### config.mk
export PLATFORM = sky130hd
export DESIGN_NAME = shared_mem_arbiter_flat
export DESIGN_NICKNAME = d
export VERILOG_FILES = /design/src/rtl/shared_mem_arbiter_pkg.sv /design/src/rtl/shared_mem_arbiter_if.sv /design/src/rtl/shared_mem_arbiter_resp_tag_pipe.sv /design/src/rtl/shared_mem_arbiter.sv /design/src/flat_wrapper.sv
export SDC_FILE = /design/constraint.sdc
export NUM_CORES = 1
export LEC_CHECK = 0
export ABC_AREA = 1
export CORE_UTILIZATION = 37
export CTS_CLUSTER_DIAMETER = 80
export DETAILED_ROUTE_END_ITERATION = 10
export PLACE_DENSITY_LB_ADDON = 0.05
export SLEW_MARGIN = 15
export SYNTH_ARGS = -nofsm -noshare
export SYNTH_HDL_FRONTEND = slang
export SYNTH_SLANG_ARGS = --single-unit
### constraint.sdc
create_clock -name clk -period 3.5 [get_ports clk]
set_clock_uncertainty 0.05 [all_clocks]
set_input_delay 1.05 -clock clk [delete_from_list [all_inputs] [get_ports clk]]
set_output_delay 1.05 -clock clk [all_outputs]
set_load 0.05 [all_outputs]
### src/rtl/shared_mem_arbiter_pkg.sv
// Shared definitions for the I/D shared-memory arbiter: owner encoding,
// memory latency bounds and byte-enable width helper.
package shared_mem_arbiter_pkg;

    // Owner of a request / in-flight read. The encoding is also the value
    // stored in the response tag delay line.
    typedef enum logic {
        OWN_I = 1'b0,
        OWN_D = 1'b1
    } owner_e;

    // Supported range for the memory read latency in cycles.
    localparam int MEM_LATENCY_MIN = 1;
    localparam int MEM_LATENCY_MAX = 4;

    // True when a latency value can be handled by the tag delay line.
    function automatic bit latency_ok(input int latency);
        return (latency >= MEM_LATENCY_MIN) && (latency <= MEM_LATENCY_MAX);
    endfunction

    // One write-enable bit per data byte.
    function automatic int be_width(input int data_width);
        return data_width / 8;
    endfunction

endpackage

### src/rtl/shared_mem_arbiter_if.sv
// Bundle of the fetch port, the load/store port and the memory macro port
// seen by the shared memory arbiter.
interface shared_mem_arbiter_if
    import shared_mem_arbiter_pkg::*;
#(
    parameter int ADDR_WIDTH = 14,
    parameter int DATA_WIDTH = 32
);

    localparam int BE_WIDTH = be_width(DATA_WIDTH);

    // Instruction fetch requester
    logic                  i_req_valid;
    logic [ADDR_WIDTH-1:0] i_req_addr;
    logic                  i_req_ready;
    logic                  i_resp_valid;
    logic [DATA_WIDTH-1:0] i_resp_data;

    // Data load/store requester
    logic                  d_req_valid;
    logic [ADDR_WIDTH-1:0] d_req_addr;
    logic [BE_WIDTH-1:0]   d_req_be;
    logic [DATA_WIDTH-1:0] d_req_wdata;
    logic                  d_req_ready;
    logic                  d_resp_valid;
    logic [DATA_WIDTH-1:0] d_resp_data;

    // Single-port synchronous memory
    logic                  mem_en;
    logic [BE_WIDTH-1:0]   mem_we;
    logic [ADDR_WIDTH-1:0] mem_addr;
    logic [DATA_WIDTH-1:0] mem_din;
    logic [DATA_WIDTH-1:0] mem_dout;

    // Arbiter side: takes requests and memory read data, drives everything else.
    modport slave (
        input  i_req_valid, i_req_addr,
        output i_req_ready, i_resp_valid, i_resp_data,
        input  d_req_valid, d_req_addr, d_req_be, d_req_wdata,
        output d_req_ready, d_resp_valid, d_resp_data,
        output mem_en, mem_we, mem_addr, mem_din,
        input  mem_dout
    );

    // Environment side: requesters plus the memory macro.
    modport master (
        output i_req_valid, i_req_addr,
        input  i_req_ready, i_resp_valid, i_resp_data,
        output d_req_valid, d_req_addr, d_req_be, d_req_wdata,
        input  d_req_ready, d_resp_valid, d_resp_data,
        input  mem_en, mem_we, mem_addr, mem_din,
        output mem_dout
    );

endinterface

### src/rtl/shared_mem_arbiter_resp_tag_pipe.sv
// Response tag delay line: carries {valid, owner} of each issued read for
// DEPTH cycles so the tail lines up with the memory read data.
module shared_mem_arbiter_resp_tag_pipe
    import shared_mem_arbiter_pkg::*;
#(
    parameter int DEPTH = 1
) (
    input  logic   clk,
    input  logic   rst,
    input  logic   in_valid,
    input  owner_e in_owner,
    output logic   out_valid,
    output owner_e out_owner
);

    logic [DEPTH-1:0] valid_q;
    logic [DEPTH-1:0] owner_q;

    // Shift tags toward the tail; reset drops everything in flight.
    always_ff @(posedge clk or negedge rst) begin
        if (!rst) begin
            valid_q <= '0;
            owner_q <= '0;
        end else begin
            valid_q[0] <= in_valid;
            owner_q[0] <= in_owner;
            for (int i = 1; i < DEPTH; i++) begin
                valid_q[i] <= valid_q[i-1];
                owner_q[i] <= owner_q[i-1];
            end
        end
    end

    assign out_valid = valid_q[DEPTH-1];
    assign out_owner = owner_e'(owner_q[DEPTH-1]);

endmodule

### src/rtl/shared_mem_arbiter.sv
// Round-robin arbiter sharing one fixed-latency single-port memory between
// the instruction fetch (I) and data load/store (D) requesters. One request
// is issued per cycle; reads are tagged with their owner and the memory data
// is steered back to that owner MEM_LATENCY cycles later.
module shared_mem_arbiter
    import shared_mem_arbiter_pkg::*;
#(
    parameter int ADDR_WIDTH  = 14,
    parameter int DATA_WIDTH  = 32,
    parameter int MEM_LATENCY = 1
) (
    input logic                 clk,
    input logic                 rst,
    shared_mem_arbiter_if.slave bus
);

    localparam int BE_WIDTH = be_width(DATA_WIDTH);

    if (!latency_ok(MEM_LATENCY)) begin : g_bad_latency
        $error("shared_mem_arbiter: MEM_LATENCY must be within 1..4");
    end

    // Priority register: owner of the last contested grant.
    owner_e last_grant;
    owner_e last_grant_nxt;

    // Grant decision for the current cycle.
    logic i_win;
    logic d_win;

    // Memory issue signals.
    logic                  issue_en;
    logic [ADDR_WIDTH-1:0] issue_addr;
    logic [BE_WIDTH-1:0]   issue_we;
    logic [DATA_WIDTH-1:0] issue_din;

    // Tag line interface.
    logic   tag_in_valid;
    owner_e tag_in_owner;
    logic   tag_out_valid;
    owner_e tag_out_owner;

    // Response steering.
    logic                  i_hit;
    logic                  d_hit;
    logic [DATA_WIDTH-1:0] i_hold;
    logic [DATA_WIDTH-1:0] d_hold;

    // Priority register; I is treated as last winner so D takes the first conflict.
    always_ff @(posedge clk or negedge rst) begin
        if (!rst) begin
            last_grant <= OWN_I;
        end else begin
            last_grant <= last_grant_nxt;
        end
    end

    // Grant selection: a lone requester always wins, a conflict goes to the
    // side that did not win the previous conflict. Nothing is granted in reset.
    always_comb begin
        i_win          = 1'b0;
        d_win          = 1'b0;
        last_grant_nxt = last_grant;
        if (rst) begin
            if (bus.i_req_valid && bus.d_req_valid) begin
                if (last_grant == OWN_I) begin
                    d_win          = 1'b1;
                    last_grant_nxt = OWN_D;
                end else begin
                    i_win          = 1'b1;
                    last_grant_nxt = OWN_I;
                end
            end else begin
                i_win = bus.i_req_valid;
                d_win = bus.d_req_valid;
            end
        end
    end

    // Route the winner's request to the memory; fetches never write.
    always_comb begin
        issue_en   = i_win | d_win;
        issue_addr = '0;
        issue_we   = '0;
        issue_din  = '0;
        if (i_win) begin
            issue_addr = bus.i_req_addr;
        end else if (d_win) begin
            issue_addr = bus.d_req_addr;
            issue_we   = bus.d_req_be;
            issue_din  = bus.d_req_wdata;
        end
    end

    assign bus.i_req_ready = i_win;
    assign bus.d_req_ready = d_win;
    assign bus.mem_en      = issue_en;
    assign bus.mem_addr    = issue_addr;
    assign bus.mem_we      = issue_we;
    assign bus.mem_din     = issue_din;

    // Only reads expect data back; a D access with no byte enables is a read.
    always_comb begin
        tag_in_valid = i_win | (d_win && (bus.d_req_be == '0));
        tag_in_owner = d_win ? OWN_D : OWN_I;
    end

    shared_mem_arbiter_resp_tag_pipe #(
        .DEPTH (MEM_LATENCY)
    ) u_tag_pipe (
        .clk       (clk),
        .rst       (rst),
        .in_valid  (tag_in_valid),
        .in_owner  (tag_in_owner),
        .out_valid (tag_out_valid),
        .out_owner (tag_out_owner)
    );

    assign i_hit = tag_out_valid && (tag_out_owner == OWN_I);
    assign d_hit = tag_out_valid && (tag_out_owner == OWN_D);

    // Keep the last delivered word per requester so idle data outputs stay stable.
    always_ff @(posedge clk or negedge rst) begin
        if (!rst) begin
            i_hold <= '0;
            d_hold <= '0;
        end else begin
            if (i_hit) begin
                i_hold <= bus.mem_dout;
            end
            if (d_hit) begin
                d_hold <= bus.mem_dout;
            end
        end
    end

    assign bus.i_resp_valid = i_hit;
    assign bus.d_resp_valid = d_hit;
    assign bus.i_resp_data  = i_hit ? bus.mem_dout : i_hold;
    assign bus.d_resp_data  = d_hit ? bus.mem_dout : d_hold;

endmodule

### src/flat_wrapper.sv
// flat-port wrapper written by rule: the top's interface ports become plain ports
module shared_mem_arbiter_flat import shared_mem_arbiter_pkg::*;
#(
    parameter int ADDR_WIDTH  = 14,
    parameter int DATA_WIDTH  = 32,
    parameter int MEM_LATENCY = 1
)
  (clk, rst, bus_i_req_valid, bus_i_req_addr, bus_i_req_ready, bus_i_resp_valid, bus_i_resp_data, bus_d_req_valid, bus_d_req_addr, bus_d_req_be, bus_d_req_wdata, bus_d_req_ready, bus_d_resp_valid, bus_d_resp_data, bus_mem_en, bus_mem_we, bus_mem_addr, bus_mem_din, bus_mem_dout);
  shared_mem_arbiter_if #(.ADDR_WIDTH(ADDR_WIDTH), .DATA_WIDTH(DATA_WIDTH)) bus_i ();
  input logic clk;
  input logic rst;
  input wire logic [$bits(bus_i.i_req_valid)-1:0] bus_i_req_valid;
  input wire logic [$bits(bus_i.i_req_addr)-1:0] bus_i_req_addr;
  output wire logic [$bits(bus_i.i_req_ready)-1:0] bus_i_req_ready;
  output wire logic [$bits(bus_i.i_resp_valid)-1:0] bus_i_resp_valid;
  output wire logic [$bits(bus_i.i_resp_data)-1:0] bus_i_resp_data;
  input wire logic [$bits(bus_i.d_req_valid)-1:0] bus_d_req_valid;
  input wire logic [$bits(bus_i.d_req_addr)-1:0] bus_d_req_addr;
  input wire logic [$bits(bus_i.d_req_be)-1:0] bus_d_req_be;
  input wire logic [$bits(bus_i.d_req_wdata)-1:0] bus_d_req_wdata;
  output wire logic [$bits(bus_i.d_req_ready)-1:0] bus_d_req_ready;
  output wire logic [$bits(bus_i.d_resp_valid)-1:0] bus_d_resp_valid;
  output wire logic [$bits(bus_i.d_resp_data)-1:0] bus_d_resp_data;
  output wire logic [$bits(bus_i.mem_en)-1:0] bus_mem_en;
  output wire logic [$bits(bus_i.mem_we)-1:0] bus_mem_we;
  output wire logic [$bits(bus_i.mem_addr)-1:0] bus_mem_addr;
  output wire logic [$bits(bus_i.mem_din)-1:0] bus_mem_din;
  input wire logic [$bits(bus_i.mem_dout)-1:0] bus_mem_dout;
  assign bus_i.i_req_valid = bus_i_req_valid;
  assign bus_i.i_req_addr = bus_i_req_addr;
  assign bus_i_req_ready = bus_i.i_req_ready;
  assign bus_i_resp_valid = bus_i.i_resp_valid;
  assign bus_i_resp_data = bus_i.i_resp_data;
  assign bus_i.d_req_valid = bus_d_req_valid;
  assign bus_i.d_req_addr = bus_d_req_addr;
  assign bus_i.d_req_be = bus_d_req_be;
  assign bus_i.d_req_wdata = bus_d_req_wdata;
  assign bus_d_req_ready = bus_i.d_req_ready;
  assign bus_d_resp_valid = bus_i.d_resp_valid;
  assign bus_d_resp_data = bus_i.d_resp_data;
  assign bus_mem_en = bus_i.mem_en;
  assign bus_mem_we = bus_i.mem_we;
  assign bus_mem_addr = bus_i.mem_addr;
  assign bus_mem_din = bus_i.mem_din;
  assign bus_i.mem_dout = bus_mem_dout;
  shared_mem_arbiter #(.ADDR_WIDTH(ADDR_WIDTH), .DATA_WIDTH(DATA_WIDTH), .MEM_LATENCY(MEM_LATENCY)) u_core (.clk(clk), .rst(rst), .bus(bus_i));
endmodule
==> results.yml <==
status:
  run_status: "complete, but fails checks"
  failing_checks: "negative setup slack"
synth:
  yosysSeqAreaShare_pct: 55.83
  postSynthRegisterBits: 67
  yosys.cell_types.count: 13
  synth-warning-count: 0
  instance_count_of_the_mapped_netlist: 385
  syn_area_um2: 3003
  mappedNetlistNets: 485
  syn_avg_cell_area_um2: 7.800
timing:
  finalMaxSlewViolations: 0
  setup_viol: 1
  unrepaired_setup_endpoints_after_global_routing: "yes"
  min_period_over_period_pct: 100.1
  timing_hold_violations_final: 0
  timing.max_slew.rel_slack_pct: 46.17
  tightest_slew_ns: 0.8074
  fin_tns_setup_ns: -0.002599
  hold-worst-slack_ns: 0.4753
  layout_min_cycle_time_ns: 3.503
  clock.fmax_ghz: 0.2855
  finalWorstSetupSlack_ns: -0.002599
worst_setup_path:
  end_kind: "output pin"
  cp_data_required_time_ns: 2.40
  worst-endpoint-arrival_ns: 2.40
  timing.setup.critical_path_class: "input port to output pin"
  crit_fanout: 36
  critPathLaunchType: "input port"
floorplan:
  number_of_primary_i_o_pins: 219
  placement_rows: 32
  die_height_um: 92.09
  die_area_um2: 8481
  core-area_um2: 7807
  die_w_um: 92.09
  initial_utilization_pct: 38.46
clocking:
  clock_pin_transition_on_the_worst_setup_and_hold_timing_paths_ns: 0.07
  post_cts_hold_buffers: 0
  clock_sinks: 67
  cts-htree-levels: 3
  cts_tree: "done"
  clock_path_buffers: 2
  cts_made_buffers: 9
  clock_insertion_delay_worst_skew_ns: 0.33
  clock-root-buffer: "clkbuf_8"
power_and_ir_drop:
  leakage_nw: 3.384
  power.density_cell_area_nw_per_um2: 673.9
  power.ir.vdd_worst_mv: 0.2750
  power.total_mw: 4.589
finish:
  multiInputGateArea_um2: 950.9
  post_route_cells_drive_above_1_share_pct: 25.81
  net_total_in_the_final_layout: 711
  antenna-diode-count: 0
  layout.filler_cells: 363
  area_growth_pct: 126.7
  regArea_um2: 1677
  utilization_pct: 87.21
  layout.cells.non_filler: 718
global_routing:
  antenna_found_initial: 0
  grt_overflow: 0
  first_global_vias: 3476
  wire_length_of_the_first_global_routing_pass_um: 17870
  grtUsageTotal_pct: 27.84
  grt_start_max_net_pins: 67
routing:
  detailed_route_via_count: 3303
  total_wire_length_um: 11670
  detailedRoute.firstIterationViolations: 139
  route.detailed.drc: 0
  first_pass_iters: 4
  viasPerCell: 4.600
  avgRoutedWirePerCell_um: 16.25
  antenna_left: 0
placement:
  detailed_place_hpwl_um: 9115
  gp_congestion: 0.8124
  place.port_buffers: 218
  dp_cells: 699
job:
  drv.max_cap_violation_count: 0
worst_hold_path:
  hold_class: "input port to async pin"
## timing repair
item	in CTS	in global routing
endpoints found under the setup margin	37	50
pin swaps	0	0
setup buffers	0	2
resized for setup	2	8
cloned	0	1
## layout make-up
type,count,area share (%)
Multi-Input combinational cell,223,13.97
Tap cell,102,1.874
Clock buffer,10,2.021
Timing Repair Buffer,234,51.60
Sequential cell,67,24.62
Inverter,76,4.263
Clock inverter,6,1.654
## final timing paths
path | start | to | slack, ns | depth (start not counted)
max | bus_d_req_valid | bus_mem_din[4] | -0.003 | 6
min | rst | u_core.last_grant$_DFFE_PN0P_ | 0.48 | 1
max reg2reg | u_core.u_tag_pipe.out_owner$_DFF_PN0_ | u_core.i_hold[11]$_DFF_PN0_ | 1.87 | 4
min reg2reg | u_core.last_grant$_DFFE_PN0P_ | u_core.last_grant$_DFFE_PN0P_ | 0.48 | 2
max in group asynchronous | rst | u_core.i_hold[30]$_DFF_PN0_ | 1.92 | 2
min in group clk | u_core.last_grant$_DFFE_PN0P_ | u_core.last_grant$_DFFE_PN0P_ | 0.48 | 2
## kinds of logic (layout without fill, tap and decap cells)
kind of cell           after synthesis  in the layout  share of synthesized area (%)
AND/OR/NAND/NOR                    158            158                          20.04
buffers and inverters               95            326                          13.17
flip-flops                          67             67                          55.83
AO/OA/AOI/OAI                       65             65                          10.96
## cell usage in the layout (no fill, tap or decap)
cell type / netlist / layout
clkinvlp_4: 0 / 3
nand2_1: 119 / 115
nor2_2: 0 / 1
nand3_1: 1 / 1
buf_4: 2 / 13
clkdlybuf4s50_1: 0 / 99
bufinv_16: 0 / 3
nand2_2: 0 / 4
inv_1: 74 / 74
clkbuf_8: 0 / 10
inv_6: 0 / 1
buf_12: 0 / 119
dlymetal6s2s_1: 0 / 1
a21oi_4: 0 / 1
nor2_1: 37 / 36
clkbuf_16: 0 / 1
dfrtp_1: 67 / 67
inv_2: 2 / 1
nor2_4: 1 / 1
o21ai_0: 64 / 64
buf_2: 7 / 1
## worst max-delay path, stage by stage
cell,delay (ns)
clkdlybuf4s50_1,0.49
nand2_1,0.10
nor2_4,0.20
inv_6,0.13
nor2_1,0.24
buf_12,0.18
## metal layers
layer / global-route usage, % / part of all wire, % / vias to the layer above
met5: 0 / 0 / -
met4: 12.76 / 3.7 / 0
met3: 8.209 / 7.2 / 34
met2: 51.37 / 55 / 157
met1: 28.80 / 34 / 1523
li1: - / - / 1589
## through the flow
stage | instance area (um2) | setup WS (ns)
2_1_floorplan | 3003 | 0.1757
3_3_place_gp | 6484 | -0.1130
3_5_place_dp | 6484 | -0.2046
4_1_cts | 6740 | -0.002987
5_1_grt | 6809 | -0.04966
6_report | 6809 | -0.002599
## cells in the mapped netlist (all sizes together)
library cell	instances	area share, %
a21oi	1	0.29
buf	12	2.8
clkbuf	7	0.88
dfrtp	67	56
inv	76	9.5
nand2	119	15
nand3	1	0.17
nor2	38	5.0
o21ai	64	11
## registers in the layout, summed over array words and instances, names as in the netlist
signal,cells
u_core.i_hold,32
u_core.u_tag_pipe.out_owner,1
u_core.last_grant,1
u_core.u_tag_pipe.out_valid,1
u_core.d_hold,32
## power by group
part           switching, mW  total (mW)  internal, mW  leakage, nW
Sequential            0.0712        1.07          1.00        0.816
Combinational           1.53        2.73          1.20         2.45
Clock                  0.294       0.786         0.492        0.115
(Power assumes the default switching activity.)
